File: src/rtl/matrix_result_serializer_if.sv
// -----------------------------------------------------------------------------
// matrix_result_serializer_if
// Purpose : valid/ready stream carrying one 3x3 matrix result entry per beat,
//           tagged with its source entry index and an end-of-matrix flag.
// Signals : out_data  - entry value (RESENTRY_SIZE bits)
//           out_index - source entry number 0..8 of out_data
//           out_valid - data/index/last are valid
//           out_ready - consumer accepts the beat when high with out_valid
//           out_last  - high on the ninth beat of a matrix
// Modports: master (serializer side), slave (consumer side)
// -----------------------------------------------------------------------------
interface matrix_result_serializer_if #(
    parameter int RESENTRY_SIZE = 5
);
    logic [RESENTRY_SIZE-1:0] out_data;
    logic [3:0]               out_index;
    logic                     out_valid;
    logic                     out_ready;
    logic                     out_last;

    modport master (
        output out_data,
        output out_index,
        output out_valid,
        output out_last,
        input  out_ready
    );

    modport slave (
        input  out_data,
        input  out_index,
        input  out_valid,
        input  out_last,
        output out_ready
    );
endinterface

File: src/rtl/matrix_result_serializer.sv
// -----------------------------------------------------------------------------
// matrix_result_serializer
// Purpose : captures the nine parallel entries of a 3x3 result matrix on a
//           strobe and streams them out one entry per valid/ready transfer,
//           in row-major or column-major order.
// Ports   : clk       - system clock, rising edge active
//           reset_n   - asynchronous active-low reset
//           capture   - one-cycle strobe: latch c0_in..c8_in, start streaming
//           c0_in..c8_in - parallel result entries, row-major
//           out_if    - master side of the output stream interface
//           busy      - high while a matrix is being streamed
//           overrun   - one-cycle pulse when a capture is dropped
// -----------------------------------------------------------------------------
module matrix_result_serializer #(
    parameter int RESENTRY_SIZE = 5,
    parameter bit COL_MAJOR     = 1'b0
) (
    input  logic                         clk,
    input  logic                         reset_n,
    input  logic                         capture,
    input  logic [RESENTRY_SIZE-1:0]     c0_in,
    input  logic [RESENTRY_SIZE-1:0]     c1_in,
    input  logic [RESENTRY_SIZE-1:0]     c2_in,
    input  logic [RESENTRY_SIZE-1:0]     c3_in,
    input  logic [RESENTRY_SIZE-1:0]     c4_in,
    input  logic [RESENTRY_SIZE-1:0]     c5_in,
    input  logic [RESENTRY_SIZE-1:0]     c6_in,
    input  logic [RESENTRY_SIZE-1:0]     c7_in,
    input  logic [RESENTRY_SIZE-1:0]     c8_in,
    matrix_result_serializer_if.master   out_if,
    output logic                         busy,
    output logic                         overrun
);

    typedef enum logic {
        IDLE = 1'b0,
        SEND = 1'b1
    } state_t;

    state_t                   state_q, state_d;
    logic [RESENTRY_SIZE-1:0] buf_q [9];
    logic [RESENTRY_SIZE-1:0] buf_d [9];
    logic [RESENTRY_SIZE-1:0] cIn   [9];
    logic [3:0]               cnt_q, cnt_d;
    logic                     overrun_q, overrun_d;
    logic [3:0]               outIndex;
    logic                     finalBeat;

    assign cIn[0] = c0_in;
    assign cIn[1] = c1_in;
    assign cIn[2] = c2_in;
    assign cIn[3] = c3_in;
    assign cIn[4] = c4_in;
    assign cIn[5] = c5_in;
    assign cIn[6] = c6_in;
    assign cIn[7] = c7_in;
    assign cIn[8] = c8_in;

    // Map the sequence counter onto the buffer slot to emit. Column-major
    // walks down each column: counter 0..8 -> 0,3,6,1,4,7,2,5,8.
    always_comb begin
        outIndex = cnt_q;
        if (COL_MAJOR) begin
            outIndex = 4'((cnt_q % 4'd3) * 4'd3 + cnt_q / 4'd3);
        end
    end

    assign out_if.out_valid = (state_q == SEND);
    assign out_if.out_index = outIndex;
    assign out_if.out_data  = buf_q[outIndex];
    assign out_if.out_last  = (state_q == SEND) && (cnt_q == 4'd8);
    assign busy             = (state_q == SEND);
    assign overrun          = overrun_q;

    // The ninth beat is being accepted this cycle; a capture arriving now is
    // taken as a back-to-back matrix rather than flagged as an overrun.
    assign finalBeat = (state_q == SEND) && out_if.out_ready && (cnt_q == 4'd8);

    // Next-state logic. Captures are only latched in IDLE or on the final
    // transfer; any other capture while streaming is dropped and reported
    // through a registered one-cycle overrun pulse.
    always_comb begin
        state_d   = state_q;
        cnt_d     = cnt_q;
        buf_d     = buf_q;
        overrun_d = 1'b0;
        case (state_q)
            IDLE: begin
                if (capture) begin
                    buf_d   = cIn;
                    cnt_d   = 4'd0;
                    state_d = SEND;
                end
            end
            SEND: begin
                if (finalBeat) begin
                    cnt_d = 4'd0;
                    if (capture) begin
                        buf_d = cIn;
                    end else begin
                        state_d = IDLE;
                    end
                end else begin
                    if (out_if.out_ready) begin
                        cnt_d = cnt_q + 4'd1;
                    end
                    if (capture) begin
                        overrun_d = 1'b1;
                    end
                end
            end
            default: begin
                state_d = IDLE;
            end
        endcase
    end

    // State registers. Reset discards any partially streamed matrix and
    // clears the buffer so all outputs read zero immediately.
    always_ff @(posedge clk or negedge reset_n) begin
        if (!reset_n) begin
            state_q   <= IDLE;
            cnt_q     <= 4'd0;
            overrun_q <= 1'b0;
            for (int i = 0; i < 9; i++) begin
                buf_q[i] <= '0;
            end
        end else begin
            state_q   <= state_d;
            cnt_q     <= cnt_d;
            overrun_q <= overrun_d;
            buf_q     <= buf_d;
        end
    end

endmodule

File: src/flat_wrapper.sv
// flat-port wrapper written by rule: the top's interface ports become plain ports
module matrix_result_serializer_flat 
#(
    parameter int RESENTRY_SIZE = 5,
    parameter bit COL_MAJOR     = 1'b0
)
  (clk, reset_n, capture, c0_in, c1_in, c2_in, c3_in, c4_in, c5_in, c6_in, c7_in, c8_in, busy, overrun, out_if_out_data, out_if_out_index, out_if_out_valid, out_if_out_last, out_if_out_ready);
  matrix_result_serializer_if #(.RESENTRY_SIZE(RESENTRY_SIZE)) out_if_i ();
  input  logic clk;
  input  logic reset_n;
  input  logic capture;
  input  logic [RESENTRY_SIZE-1:0] c0_in;
  input  logic [RESENTRY_SIZE-1:0] c1_in;
  input  logic [RESENTRY_SIZE-1:0] c2_in;
  input  logic [RESENTRY_SIZE-1:0] c3_in;
  input  logic [RESENTRY_SIZE-1:0] c4_in;
  input  logic [RESENTRY_SIZE-1:0] c5_in;
  input  logic [RESENTRY_SIZE-1:0] c6_in;
  input  logic [RESENTRY_SIZE-1:0] c7_in;
  input  logic [RESENTRY_SIZE-1:0] c8_in;
  output logic busy;
  output logic overrun;
  output wire logic [$bits(out_if_i.out_data)-1:0] out_if_out_data;
  output wire logic [$bits(out_if_i.out_index)-1:0] out_if_out_index;
  output wire logic [$bits(out_if_i.out_valid)-1:0] out_if_out_valid;
  output wire logic [$bits(out_if_i.out_last)-1:0] out_if_out_last;
  input wire logic [$bits(out_if_i.out_ready)-1:0] out_if_out_ready;
  assign out_if_out_data = out_if_i.out_data;
  assign out_if_out_index = out_if_i.out_index;
  assign out_if_out_valid = out_if_i.out_valid;
  assign out_if_out_last = out_if_i.out_last;
  assign out_if_i.out_ready = out_if_out_ready;
  matrix_result_serializer #(.RESENTRY_SIZE(RESENTRY_SIZE), .COL_MAJOR(COL_MAJOR)) u_core (.clk(clk), .reset_n(reset_n), .capture(capture), .c0_in(c0_in), .c1_in(c1_in), .c2_in(c2_in), .c3_in(c3_in), .c4_in(c4_in), .c5_in(c5_in), .c6_in(c6_in), .c7_in(c7_in), .c8_in(c8_in), .out_if(out_if_i), .busy(busy), .overrun(overrun));
endmodule
File: config.mk
export PLATFORM = sky130hd
export DESIGN_NAME = matrix_result_serializer_flat
export DESIGN_NICKNAME = d
export VERILOG_FILES = /design/src/rtl/matrix_result_serializer_if.sv /design/src/rtl/matrix_result_serializer.sv /design/src/flat_wrapper.sv
export SDC_FILE = /design/constraint.sdc
export NUM_CORES = 1
export LEC_CHECK = 0
export ABC_CLOCK_PERIOD_IN_PS = 2200
export CAP_MARGIN = 10
export CORE_ASPECT_RATIO = 1.4
export CORE_MARGIN = 1.5
export CORE_UTILIZATION = 51
export CTS_BUF_LIST = sky130_fd_sc_hd__clkbuf_4
export DETAILED_ROUTE_END_ITERATION = 8
export MAX_ROUTING_LAYER = met4
export PLACE_DENSITY = 0.86
export SLEW_MARGIN = 20
export SYNTH_ARGS = -nofsm -noshare
export SYNTH_HDL_FRONTEND = slang
export SYNTH_SLANG_ARGS = --single-unit
File: constraint.sdc
create_clock -name clk -period 2.2 [get_ports clk]
set_input_delay 0.44 -clock clk [delete_from_list [all_inputs] [get_ports clk]]
set_output_delay 0.44 -clock clk [all_outputs]
set_load 0.02 [all_outputs]
==> results of run 1 <==
area by class of cell:
| cell class | count | share of cell area (%) |
|---|---|---|
| multi-input combinational | 105 | 35.8 |
| clock inverter | 2 | 0.368 |
| sequential | 51 | 37.6 |
| clock buffer | 6 | 1.33 |
| tap | 64 | 2.36 |
| timing repair buffer | 79 | 22.3 |
| inverter | 2 | 0.221 |
power by group:
part	switching (mW)	total [mW]	leakage [nW]	internal (mW)
Sequential	0.293	1.67	0.614	1.38
Combinational	0.810	2.16	0.858	1.35
Clock	0.289	0.425	0.0317	0.136
registers in the layout, summed over array words and instances, names as in the netlist:
name                     cells
u_core.out_if.out_index      4
u_core.overrun               1
u_core.busy                  1
u_core.buf_q                45
worst max-delay path, stage by stage, from the launching register on:
cell and delay [ns]:
dfrtp_1 0.41, buf_6 0.16, buf_6 0.10, mux4_2 0.47, nor2_1 0.10, o31ai_1 0.07
buf_2 0.16
what timing repair did:
action                                  4_1_cts  5_1_grt
resized for setup                            36        4
endpoints found under the setup margin        6        6
setup buffers                                 2        0
pin swaps                                     2        0
hold endpoints to repair                      0        0
worst max path at each step:
| stage | start | endpoint | slack [ns] | depth (start not counted) |
|---|---|---|---|---|
| floorplan | u_core.out_if.out_index[0]$_DFFE_PN0P_ | u_core.buf_q[10]$_DFFE_PN0P_ | 0.02 | 9 |
| global placement | u_core.out_if.out_index[0]$_DFFE_PN0P_ | out_if_out_data[1] | -0.13 | 5 |
| detailed placement | u_core.out_if.out_index[0]$_DFFE_PN0P_ | out_if_out_data[1] | -0.16 | 6 |
| CTS | u_core.out_if.out_index[0]$_DFFE_PN0P_ | out_if_out_data[4] | -0.11 | 6 |
| global route | u_core.out_if.out_index[0]$_DFFE_PN0P_ | out_if_out_data[4] | -0.19 | 6 |
| finish | u_core.out_if.out_index[0]$_DFFE_PN0P_ | out_if_out_data[4] | -0.08 | 6 |
metal layers:
| layer | vias up | track usage, % | wire [um] |
|---|---|---|---|
| met2 | 50 | 35.6 | 2720 |
| li1 | 758 | - | - |
| met4 | 0 | 8.89 | 125 |
| met5 | - | - | 0 |
| met3 | 13 | 3.75 | 204 |
| met1 | 803 | 25.1 | 2130 |
through the flow:
step / instance area [um^2] / TNS (ns) / utilization, % / instances / hold WS [ns]
final: 3400 / -0.285 / 69.6 / 309 / 0.0272
after global routing: 3400 / -0.802 / 69.6 / 309 / 0.0356
after CTS: 3380 / -0.358 / 69.3 / 309 / 0.0344
after detailed placement: 3310 / -0.590 / 67.9 / 299 / 0.448
after global placement: 3310 / -0.457 / 67.9 / 299 / 0.445
after floorplan: 2590 / 0 / - / 169 / 0.144
cell families (layout without fill, tap and decap cells):
| family | Yosys count | count (layout) | share of synthesized area (%) |
|---|---|---|---|
| flops | 51 | 51 | 49.3 |
| mux | 61 | 61 | 34.4 |
| fa+ha+maj | 2 | 2 | 0.966 |
| compound gates | 16 | 16 | 4.97 |
| buf+inv | 13 | 89 | 5.17 |
| simple gates | 26 | 26 | 5.21 |
synth_stat cells, types with 2 or more instances:
cell type	n
dfrtp_1	51
mux2_4	40
mux2_2	15
nand2_1	11
o31ai_1	6
mux4_2	5
nor2_1	5
o22ai_1	5
buf_12	4
clkbuf_1	3
and2_2	2
buf_6	2
ha_1	2
inv_1	2
placed cells by master (no fill, tap or decap), types with 2 or more instances in the layout:
| cell | count |
|---|---|
| clkdlybuf4s50_1 | 54 |
| dfrtp_1 | 50 |
| mux2_4 | 40 |
| mux2_2 | 15 |
| buf_4 | 12 |
| nand2_1 | 11 |
| buf_2 | 7 |
| o31ai_1 | 6 |
| clkbuf_4 | 6 |
| mux4_2 | 5 |
| o22ai_1 | 5 |
| nor2_2 | 3 |
| buf_12 | 3 |
| buf_6 | 3 |
| inv_1 | 2 |
| and2_2 | 2 |
| ha_1 | 2 |
==> impl_metrics.tcl, run 1 <==
set metrics [dict create \
    cp.required_ns 1.76 \
    first_pass_iters 4 \
    wl_um 5170 \
    relSlewSlack_pct 80.9 \
    end_kind "output port" \
    initial_core_util_pct 53.1 \
    synth_edf_count 0 \
    avgSynthCellArea_um2 15.3 \
    port_buffers 61 \
    timing.final.ws_setup_ns -0.0757 \
    yosysTopAreaCellShare_pct 49.3 \
    synth_cells 169 \
    hold_class "in -> async" \
    core-area_um2 4880 \
    insertion_delay_ns 0.36 \
    die_x_um 63.2 \
    violations "negative setup slack" \
    power.total_mw 4.26 \
    grt.total_usage_pct 21.1 \
    drtIter0Drc 49 \
    synthFlopType "dfrtp_1" \
    p_per_area_nw_per_um2 1250 \
    drive_gt1_share_pct 43.7 \
    grt_pass1_vias 1817 \
    path_class "reg -> out" \
    yosysWarningCount 0 \
    remaining_drc_errors 0 \
    clkSlewWorstSetupHoldPaths_ns 0.15 \
    ys_types 30 \
    cts_htree_levels 2 \
    start_kind "register" \
    reg2reg_slack_ns 0.12 \
    dieArea_um2 5520 \
    p_leak_nw 1.50 \
    worstMarginPinSlew_ns 0.284 \
    cts-buffers-inserted 5 \
    viasPerCell 5.26 \
    cts-root-buf "clkbuf_4" \
    holdBufCountCts 0 \
    num_vias 1624 \
    synthArstFlopShare_pct 100 \
    r2r-end "u_core.buf_q[2]$_DFFE_PN0P_" \
    ys_ff_latch 51 \
    dp_hpwl_um 3790 \
    num_antenna_cells 0 \
    syn_nets 220 \
    final.setup_skew_ns 0.0133 \
    final.period_utilization_pct 103 \
    path_max_fanout 7 \
    max_cap_violations 0 \
    seq_area_frac_synth_pct 49.3 \
    period_needed_ns 2.28 \
    run_status "finished with violations" \
    reg2reg_depth 9 \
    grt_pass1_wl_um 8670 \
    ant_nets 0 \
    synth_area_leaders "dfrtp_1 49%, mux2_4 23%, mux2_2 6.5%" \
    fmaxAchievable_ghz 0.439 \
    grt_max_degree 52 \
    setup_viol 5 \
    vdd_drop_max_mv 0.747 \
    pin_count 62 \
    synth_area_um2 2590 \
    multi_input_area_um2 1220 \
    yosysTopAreaCell "dfrtp_1" \
    gr-total-overflow 0 \
    num_rows 30 \
    clockBufferDepth 2 \
    hold_viol_final 0 \
    regArea_um2 1280 \
    slew_viol_final 0 \
    antenna_found_initial 0 \
    place_congestion 0.841 \
    crit_arrival_ns 1.84 \
    cts_sinks 51 \
    dieHeight_um 87.3 \
    tritoncts "yes" \
    rsz0062_at_grt "true" \
    regToRegStartpoint "u_core.out_if.out_index[0]$_DFFE_PN0P_" \
    wl_per_cell_um 16.7 \
    final_nets 295 \
    syn_to_final_growth_pct 31.1 \
    dp_slack_ns -0.165 \
    nFillCells 363 \
]
Power figures use the tool's default switching activity.
==> inputs of run 2 (changes only) <==
CORE_MARGIN = not set   (was 1.5)
GPL_TIMING_DRIVEN = 0   (was not set)
PLACE_DENSITY = 0.8   (was 0.86)
==> impl_metrics.tcl, run 2 (same netlist as run 1, synthesis figures left out) <==
set metrics [dict create \
    vdd_drop_max_mv 0.718 \
    rsz0062_at_grt "true" \
    run_status "finished with violations" \
    clockBufferDepth 2 \
    final_nets 303 \
    p_per_area_nw_per_um2 1250 \
    crit_end "out_if_out_data[2]" \
    num_antenna_cells 0 \
    port_buffers 61 \
    cts_sinks 51 \
    top_register "u_core.buf_q" \
    ant_nets 0 \
    final.period_utilization_pct 110 \
    reg2reg_slack_ns 0.02 \
    hold_class "in -> async" \
    reg2reg_depth 10 \
    wl_per_cell_um 18.1 \
    drive_gt1_share_pct 46.6 \
    die_x_um 62.2 \
    timing.final.ws_setup_ns -0.222 \
    start_kind "register" \
    tritoncts "yes" \
    wl_um 5720 \
    remaining_drc_errors 0 \
    power.total_mw 4.54 \
    finalNonFillerCells 317 \
    critPathLaunch "u_core.out_if.out_index[0]$_DFFE_PN0P_" \
    regToRegStartpoint "u_core.out_if.out_index[0]$_DFFE_PN0P_" \
    hold_viol_final 0 \
    max_cap_violations 0 \
    dieHeight_um 86.3 \
    r2r-end "u_core.buf_q[31]$_DFFE_PN0P_" \
    drtIter0Drc 38 \
    slew_viol_final 0 \
    final_cell_mix "54 x clkdlybuf4s50_1, 50 x dfrtp_1, 40 x mux2_4" \
    relSlewSlack_pct 60.5 \
    antenna_found_initial 0 \
    place_congestion 0.909 \
    num_rows 30 \
    violations "negative setup slack" \
    cts-root-buf "clkbuf_4" \
    dieArea_um2 5370 \
    largest_reg_flops 45 \
    grt_pass1_wl_um 8850 \
    period_needed_ns 2.42 \
    syn_to_final_growth_pct 39.8 \
    fmaxAchievable_ghz 0.413 \
    grt_max_degree 27 \
    path_class "reg -> out" \
    initial_core_util_pct 53.1 \
    num_vias 1707 \
    dpl.cell_count 295 \
    final.setup_skew_ns 0.0171 \
    path_max_fanout 5 \
    crit_arrival_ns 1.98 \
    core-area_um2 4880 \
    worstMarginPinSlew_ns 0.592 \
    insertion_delay_ns 0.40 \
    clkSlewWorstSetupHoldPaths_ns 0.16 \
    cts_htree_levels 2 \
    cts-buffers-inserted 5 \
    final_common_cell "clkdlybuf4s50_1" \
    dp_hpwl_um 3810 \
    first_pass_iters 4 \
    cp.required_ns 1.76 \
    grt.total_usage_pct 22.7 \
    pin_count 62 \
    setup_viol 5 \
    end_kind "output port" \
    viasPerCell 5.38 \
    gr-total-overflow 0 \
    p_leak_nw 1.60 \
    grt_pass1_vias 1844 \
]
-- run 2: cell type report --
cell class,count,area (um^2)
Sequential cell,51,1280
Fill cell,335,1260
Multi-Input combinational cell,105,1220
Timing Repair Buffer,76,808
Buffer,11,169
Tap cell,64,80.1
Clock buffer,5,37.5
Clock inverter,3,18.8
Inverter,2,7.51
-- run 2: worst min path at each step --
stage | from | to | slack (ns) | depth (start not counted)
2_1_floorplan | reset_n | u_core.buf_q[0]$_DFFE_PN0P_ | 0.14 | 0
5_1_grt | reset_n | u_core.buf_q[3]$_DFFE_PN0P_ | 0.07 | 1
6_report | reset_n | u_core.buf_q[3]$_DFFE_PN0P_ | 0.02 | 1
3_5_place_dp | reset_n | u_core.buf_q[29]$_DFFE_PN0P_ | 0.48 | 1
4_1_cts | reset_n | u_core.buf_q[5]$_DFFE_PN0P_ | 0.05 | 1
3_3_place_gp | u_core.buf_q[39]$_DFFE_PN0P_ | u_core.buf_q[39]$_DFFE_PN0P_ | 0.49 | 1
-- run 2: report_power, final --
group	switching (mW)	total, mW	internal (mW)
Sequential	0.292	1.67	1.38
Combinational	0.891	2.44	1.54
Clock	0.311	0.436	0.126
Total	1.49	4.54	3.05
-- run 2: per-stage QoR --
stage / instance area [um^2] / TNS, ns / setup slack (ns) / utilization [%] / hold slack, ns
4_1_cts: 3520 / -1.07 / -0.218 / 72.1 / 0.0520
5_1_grt: 3620 / -1.82 / -0.304 / 74.3 / 0.0699
6_report: 3620 / -1.01 / -0.222 / 74.3 / 0.0228
3_5_place_dp: 3300 / -9.16 / -0.623 / 67.6 / 0.476
3_3_place_gp: 3280 / -47.10 / -0.742 / 67.3 / 0.485
2_1_floorplan: 2590 / 0 / 0.0191 / - / 0.144
-- run 2: repair_timing --
action,CTS,global route
resized for setup,58,3
gates cloned,1,4
setup endpoints to repair,46,13
hold buffers,0,0
pin swaps,6,1
buffers inserted,7,2
-- run 2: metal layers --
layer / vias to the layer above / global-route usage (%) / wire, um
met1: 858 / 24.8 / 2200
met4: 0 / 8.46 / 105
met3: 11 / 3.55 / 192
met5: - / - / 0
met2: 58 / 41.5 / 3230
li1: 780 / - / -
-- run 2: critical path, cell delays in order, from the launching register on --
cell and delay (ns):
dfrtp_2 0.50, buf_8 0.17, buf_4 0.13, mux2_2 0.33, o22ai_1 0.21, o31ai_2 0.09
buf_4 0.16
==> inputs of run 3 (changes only) <==
PLACE_DENSITY = 0.83   (was 0.8)
==> impl_metrics.tcl, run 3 (same netlist as run 1, synthesis figures left out) <==
set metrics [dict create \
    path_max_fanout 5 \
    cts_sinks 51 \
    num_rows 30 \
    largest_reg_flops 45 \
    rsz0062_at_grt "true" \
    dp_hpwl_um 3900 \
    first_pass_iters 4 \
    grt_pass1_vias 1896 \
    pwr-share-clk_pct 9.7 \
    die_x_um 62.2 \
    drtIter0Drc 50 \
    num_vias 1689 \
    antenna_found_initial 0 \
    p_leak_nw 1.60 \
    clkSlewWorstSetupHoldPaths_ns 0.15 \
    cts-root-buf "clkbuf_4" \
    ant_nets 0 \
    relSlewSlack_pct 63.9 \
    grt.total_usage_pct 22.9 \
    wl_um 6000 \
    p_comb_share_pct 52.9 \
    drive_gt1_share_pct 47.8 \
    regArea_um2 1280 \
    clockBufferDepth 2 \
    insertion_delay_ns 0.38 \
    nFillCells 300 \
    period_needed_ns 2.38 \
    power_switching_mw 1.51 \
    power_frac_seq_pct 37.4 \
    place_congestion 0.743 \
    cts-buffers-inserted 5 \
    wl_per_cell_um 18.9 \
    fmaxAchievable_ghz 0.420 \
    run_status "finished with violations" \
    setup_viol 6 \
    remaining_drc_errors 0 \
    end_kind "output port" \
    vdd_drop_max_mv 0.722 \
    dieArea_um2 5370 \
    tns_ns -0.819 \
    final_cell_area_um2 3650 \
    grt_max_degree 32 \
    dieHeight_um 86.3 \
    port_buffers 61 \
    final_common_cell "clkdlybuf4s50_1" \
    cp.required_ns 1.76 \
    p_per_area_nw_per_um2 1230 \
    p_int_mw 2.98 \
    violations "negative setup slack" \
    tritoncts "yes" \
    grt_pass1_wl_um 8940 \
    core-area_um2 4880 \
    final.setup_skew_ns 0.0107 \
    final_nets 303 \
    worstMarginPinSlew_ns 0.527 \
    gr-total-overflow 0 \
    hold_class "in -> async" \
    pin_count 62 \
    max_cap_violations 0 \
    viasPerCell 5.33 \
    syn_to_final_growth_pct 40.8 \
    slew_viol_final 0 \
    switching_share_pct 33.6 \
    final_cell_mix "54 x clkdlybuf4s50_1, 49 x dfrtp_1, 40 x mux2_4" \
    path_class "reg -> out" \
    top_register "u_core.buf_q" \
    num_antenna_cells 0 \
    multi_input_area_um2 1230 \
    timing.final.ws_setup_ns -0.180 \
    initial_core_util_pct 53.1 \
    final.period_utilization_pct 108 \
    hold_viol_final 0 \
    place_area_um2 3320 \
    whs_ns 0.385 \
    crit_arrival_ns 1.94 \
    cts_htree_levels 2 \
    start_kind "register" \
]
==> run 3: cell types whose count changed in the layout (fill, tap and decap cells not counted), sizes merged <==
cell         previous run  this run
dlygate4sd3             0         1
clkinvlp                0         2
clkbuf                 12        11
inv                     3         2
clkinv                  2         1
==> run 3: power by group through the flow <==
stage	logic [mW]	clock network, mW	registers, mW
global route	2.52	0.485	1.73
finish	2.38	0.438	1.68
global placement	2.02	0	1.64
CTS	2.23	0.434	1.67
floorplan	1.50	0	1.61
detailed placement	2.07	0	1.67
==> run 3: routing by layer <==
layer	share of wire [%]	wire, um	track usage (%)	vias up
li1	-	-	-	777
met1	39	2310	25.3	854
met2	56	3370	41.0	47
met3	3.2	190	3.95	11
met4	2.2	131	9.30	0
met5	0	0	-	-
==> run 3: path summary, 6_finish.rpt <==
path / end / start / slack (ns) / cells after the start
hold / removal: u_core.buf_q[29]$_DFFE_PN0P_ / reset_n / 0.39 / 2
min in group clk: u_core.buf_q[28]$_DFFE_PN0P_ / u_core.buf_q[28]$_DFFE_PN0P_ / 0.52 / 1
max in group asynchronous: u_core.out_if.out_index[2]$_DFFE_PN0P_ / reset_n / 1.27 / 4
hold reg to reg: u_core.buf_q[28]$_DFFE_PN0P_ / u_core.buf_q[28]$_DFFE_PN0P_ / 0.52 / 1
setup reg to reg: u_core.buf_q[29]$_DFFE_PN0P_ / u_core.out_if.out_index[0]$_DFFE_PN0P_ / 0 / 10
setup / recovery: out_if_out_data[2] / u_core.out_if.out_index[0]$_DFFE_PN0P_ / -0.18 / 5
==> run 3: final cells by class <==
cell class	count	area share, %
Clock buffer	5	1.03
Multi-Input combinational cell	105	33.8
Tap cell	64	2.19
Inverter	2	0.206
Sequential cell	51	35.0
Clock inverter	3	0.549
Timing Repair Buffer	76	22.6
Buffer	11	4.56
==> run 3: repair_timing <==
item                       CTS  global route
gates cloned                 2             5
setup buffers                2             3
hold endpoints to repair     3             0
pin swaps                    3             4
gates resized for setup     51            14
hold buffers                 1             0
setup endpoints to repair   51            46
==> run 3: through the flow <==
stage	instances	setup WS, ns	total power, mW	utilization (%)
final	317	-0.180	4.49	74.8
after global placement	294	-0.728	3.66	67.3
after detailed placement	296	-0.623	3.74	68.1
after global routing	317	-0.270	4.73	74.8
after floorplan	169	0.0191	3.11	-
after CTS	309	-0.160	4.33	71.4
==> run 3: critical path, stage by stage (launching register included) <==
cell	delay [ns]
dfrtp_2	0.49
buf_8	0.16
mux4_2	0.51
nor2_1	0.14
o31ai_1	0.09
buf_2	0.16
